<file path="config.mk">
export PLATFORM = sky130hd
export DESIGN_NAME = insn_fetch
export DESIGN_NICKNAME = d
export VERILOG_FILES = /design/src/rtl/insn_fetch.sv
export SDC_FILE = /design/constraint.sdc
export NUM_CORES = 1
export LEC_CHECK = 0
export ABC_AREA = 1
export CORE_MARGIN = 2
export CORE_UTILIZATION = 25
export CTS_CLUSTER_DIAMETER = 100
export CTS_CLUSTER_SIZE = 12
export DETAILED_ROUTE_END_ITERATION = 10
export DONT_BUFFER_PORTS = 1
export GPL_TIMING_DRIVEN = 0
export PLACE_DENSITY_LB_ADDON = 0.25
export SLEW_MARGIN = 20
export SYNTH_ARGS = -nofsm -noshare
export SYNTH_HDL_FRONTEND = slang
export SYNTH_SLANG_ARGS = --single-unit
export TNS_END_PERCENT = 10
</file>
<file path="constraint.sdc">
create_clock -name clk -period 3.8 [get_ports clk]
set_input_delay 0.95 -clock clk [delete_from_list [all_inputs] [get_ports clk]]
set_output_delay 0.95 -clock clk [all_outputs]
set_load 0.01 [all_outputs]
</file>
<file path="src/rtl/insn_fetch.sv">
// insn_fetch: single-outstanding instruction fetch unit with redirect, flush and drain handling.
// Define INSN_FETCH_MISALIGN_TRAP_EN to trap misaligned redirect/flush targets instead of masking them.
module insn_fetch #(
    parameter logic [31:0] RESET_PC = 32'h0000_0000
) (
    input  logic        clk,
    input  logic        rst_n,
    output logic        mem_req,
    output logic [31:0] mem_addr,
    input  logic        mem_ack,
    input  logic [31:0] mem_rdata,
    output logic [31:0] insn,
    output logic        insn_valid,
    input  logic        dec_ready,
    input  logic        pc_next_sel,
    input  logic [31:0] pc_target,
    input  logic        flush,
    input  logic [31:0] flush_pc,
    output logic [31:0] pc,
    output logic        fault
);
    typedef enum logic [1:0] {FETCH, HOLD, DRAIN, FAULT} state_t;
    localparam logic [31:0] NOP = 32'h0000_0013;
    state_t state;
    logic [31:0] tgt, fpc, npc, hold_pc;
    logic bad_tgt, bad_fpc, hold_bad;
`ifdef INSN_FETCH_MISALIGN_TRAP_EN
    assign tgt = pc_target;
    assign fpc = flush_pc;
    assign bad_tgt = |pc_target[1:0];
    assign bad_fpc = |flush_pc[1:0];
`else
    assign tgt = pc_target & 32'hFFFF_FFFC;
    assign fpc = flush_pc & 32'hFFFF_FFFC;
    assign bad_tgt = 1'b0;
    assign bad_fpc = 1'b0;
`endif
    assign npc = pc_next_sel ? tgt : pc + 32'd4;
    // flush wins over a simultaneous consume/redirect
    assign hold_pc = flush ? fpc : npc;
    assign hold_bad = flush ? bad_fpc : (pc_next_sel & bad_tgt);
    always_ff @(posedge clk or negedge rst_n) begin
        if (!rst_n) begin
            state <= FETCH;
            pc <= RESET_PC;
            mem_addr <= RESET_PC;
            mem_req <= 1'b0;
            insn <= NOP;
            insn_valid <= 1'b0;
            fault <= 1'b0;
        end else begin
            case (state)
                FETCH: begin
                    if (flush && bad_fpc) begin
                        state <= FAULT;
                        fault <= 1'b1;
                        mem_req <= 1'b0;
                    end else if (flush) begin
                        pc <= fpc;
                        mem_req <= 1'b1;
                        if (mem_ack || !mem_req) mem_addr <= fpc;
                        else state <= DRAIN;
                    end else if (!mem_req) begin
                        mem_req <= 1'b1;
                    end else if (mem_ack) begin
                        insn <= mem_rdata;
                        insn_valid <= 1'b1;
                        mem_req <= 1'b0;
                        state <= HOLD;
                    end
                end
                HOLD: begin
                    if (flush || dec_ready) begin
                        insn_valid <= 1'b0;
                        if (hold_bad) begin
                            state <= FAULT;
                            fault <= 1'b1;
                        end else begin
                            pc <= hold_pc;
                            mem_addr <= hold_pc;
                            mem_req <= 1'b1;
                            state <= FETCH;
                        end
                    end
                end
                DRAIN: begin
                    // mem_addr keeps the outstanding address; pc holds the restart point
                    if (flush) pc <= fpc;
                    if (flush && bad_fpc) begin
                        state <= FAULT;
                        fault <= 1'b1;
                        mem_req <= 1'b0;
                    end else if (mem_ack) begin
                        mem_addr <= flush ? fpc : pc;
                        state <= FETCH;
                    end
                end
                FAULT: ;
                default: state <= FETCH;
            endcase
        end
    end
endmodule

</file>
==> results.md <==
- Tightest Pin Transition: 0.876 ns
- Vias: 6711
- Max VDD drop: 467 µV
- H-tree levels: 3
- IO Count: 201
- Hold_buf cts: 0
- Cell Chain, Critical Path: inv_1 -> ha_1 -> inv_2 -> nor3_2 -> nor2_1 -> inv_2 -> nor2_4 -> inv_2 -> buf_4 -> buf_2 -> nand2_1 -> nand2_1
- Initial antenna violation count: 1
- Wire length on met2: 12300 µm
- Hpwl dp: 20700 µm
- Slew margin rel.: 0.416
- Post-synth EDFFs: 0
- Count leader, synth: nand2_1
- Fillcell total: 2812
- Critical path fanouts, max: 10
- Seq cells post-synth: 100
- Drt initial violations: 580
- RSZ-0062 raised after global routing: no
- Post-synth top cells: 371 x nand2_1, 136 x nor2_1, 97 x dfrtp_1
- Core area: 25200 µm²
- Full die area: 27000 µm²
- WS Path Type: flip-flop to flip-flop
- Drt total wl: 27600 µm
- Die H: 164 µm
- Via density: 4.99
- Storage cell area: 2510 µm²
- Chip width: 164 µm
- Req. time, crit path: 4.10 ns
- Final Hold Violating Endpoints: 0
- YS warnings: 0
- Cts bufs inserted: 9
- Pre-antenna DRT Iters: 7
- Async set-or-reset flop fraction in the synthesized netlist: 1.00
- I/O Buffers: 0
- Routed wl met3: 3420 µm
- Utilization after layout: 0.284
- # Post-CTS Setup Buffers: 0
- Fin nets: 1116
- Largest net degree at the start of global routing: 101
- Net Count, Synth: 1105
- Number of gates resized after cts: 0
- Tcrit/Tclk final: 0.606
- Multi-input logic area: 3440 µm²
- TritonCTS clock tree: built
- WP buf/inv: 6
- CP Capture Type: flip-flop
- DR top layer: met5
- Syn Inst Count: 998
- Worst-Skew Late Latency: 0.37 ns
- Antenna Cells: 0
- Share of the synthesized area in the top cell type: 0.378
- Clock Root Buffer: clkbuf_16
- Share of layout cells above drive strength 1: 0.0562
- Routed WL per cell: 20.5 µm
- Antenna Nets Post-Route: 0
- Residual DRC: 0
- Syn avg cell area: 6.43 µm²
- Post-synthesis sequential area ratio: 0.390
- # rows: 58
- CP peak stage delay: 0.42 ns
- Peak Freq: 434 MHz
- Count of final setup violators: 0
- Critical path's slowest cell: dfrtp_1
- Worst slack, placed: 1.34 ns
- Nature of the critical path startpoint: flip-flop
- Worst clock skew: 0.00956 ns
- Tmin final: 2.30 ns
- Delay-heaviest family, CP: buffers and inverters
- Synth area leader: dfrtp_1
- Worst path arrival time: 2.61 ns
- Slew Limit Fails: 0
- Clock sink total: 100
- Netlist cell types: 34
- Min Hold Slack: 0.266 ns
- Placed insts: 1328
- Synth top area cells: dfrtp_1 38%, nand2_1 22%, nor2_1 8.0%
- Max-Cap Viols: 0
- Setup ws final: 1.50 ns
- Starting Density: 0.255
- Min-delay worst type: primary input to asynchronous set/reset pin
- Leak pwr: 3.35 nW
- WL met1: 11100 µm
- Layout area overhead: 11.3%
- Clock slew at reported path FFs: 0.08 ns
- Total gr overflow: 0
- First-pass GRT wire length: 40800 µm
- Post-Syn Area: 6420 µm²
- Final GP Congestion: 0.910
- Setup TNS Final: 0 ns
- Most frequent CP cell: inv_2
- Power per Cell Area: 920 nW/µm²
- Vias in the first global route: 6496
- Total Routing Usage GR: 0.207
- Placed cell area: 6830 µm²
- Post-route cell area: 7140 µm²
- Overall Power: 6.57 mW
- Clock buffer depth: 2
- Synth Flop Type: dfrtp_1
- Status: finished clean
- Final Non-Filler Cells: 1344
## state kept, by name (all words and copies together) (netlist names)
signal,count
insn,32
mem_addr,32
pc,32
state,2
insn_valid,1
mem_req,1
## power by group
group	leakage, nW	internal (mW)	switching [mW]	total, mW
combinational	1.99	0.948	2.18	3.13
sequential	1.21	1.59	0.840	2.43
clock	0.150	0.541	0.475	1.02
total	3.35	3.08	3.49	6.57
## path summary, 6_finish.rpt
kind                                to  slack [ns]  cells past startpoint  startpoint
max                        mem_addr[4]        1.50                     12    state[1]
max reg2reg                mem_addr[4]        1.50                     12    state[1]
min in group clk               insn[1]        0.50                      2     insn[1]
min                             pc[15]        0.27                      0       rst_n
min reg2reg                    insn[1]        0.50                      2     insn[1]
max in group asynchronous      insn[4]        3.26                      0       rst_n
## logic make-up after synthesis
| family | after synthesis | synth area share |
|---|---|---|
| xor gates and xnor gates | 3 | 0.00409 |
| AOI/OAI and AO/OA | 202 | 0.167 |
| and+or+nand+nor | 571 | 0.354 |
| DFF | 100 | 0.390 |
| buffers and inverters | 116 | 0.0737 |
| other | 1 | 0.000584 |
| adders and majority gates | 5 | 0.00975 |
## routing by layer
| metal | vias to the layer above | track usage |
|---|---|---|
| li1 | 3230 | - |
| met1 | 3087 | 0.264 |
| met4 | 2 | 0.0766 |
| met3 | 44 | 0.0742 |
| met2 | 348 | 0.320 |
| met5 | - | 0 |
## layout make-up
class | count | area share
multi-input cells | 782 | 0.482
clock inverters | 5 | 0.00963
plain buffers | 53 | 0.0331
well taps | 330 | 0.0578
clock buffers | 11 | 0.0340
inverters | 63 | 0.0331
flip-flops and latches | 100 | 0.351
## layout by cell type, fill, tap and decap left out, types with 2 or more instances in the layout
master     Yosys  final
nand2_1      371    371
nor2_1       136    136
dfrtp_1       97     97
a21oi_1       75     75
o21ai_0       67     67
inv_1         58     58
nand3_1       43     43
clkbuf_1      32     33
o21ai_1       24     24
o22ai_1       22     22
buf_2         18     18
clkbuf_16      0      9
nor2_2         5      5
nor2_4         5      5
ha_1           5      5
inv_2          4      4
nor3_1         4      4
o31ai_1        4      4
xor2_1         3      3
dfstp_2        3      3
nand2_2        2      2
and2_1         2      2
o211ai_1       2      2
a31oi_1        2      2
o221ai_1       2      2
buf_4          2      2
a21o_1         2      2
inv_8          0      2
No activity file was read; power rests on OpenSTA's default activity.
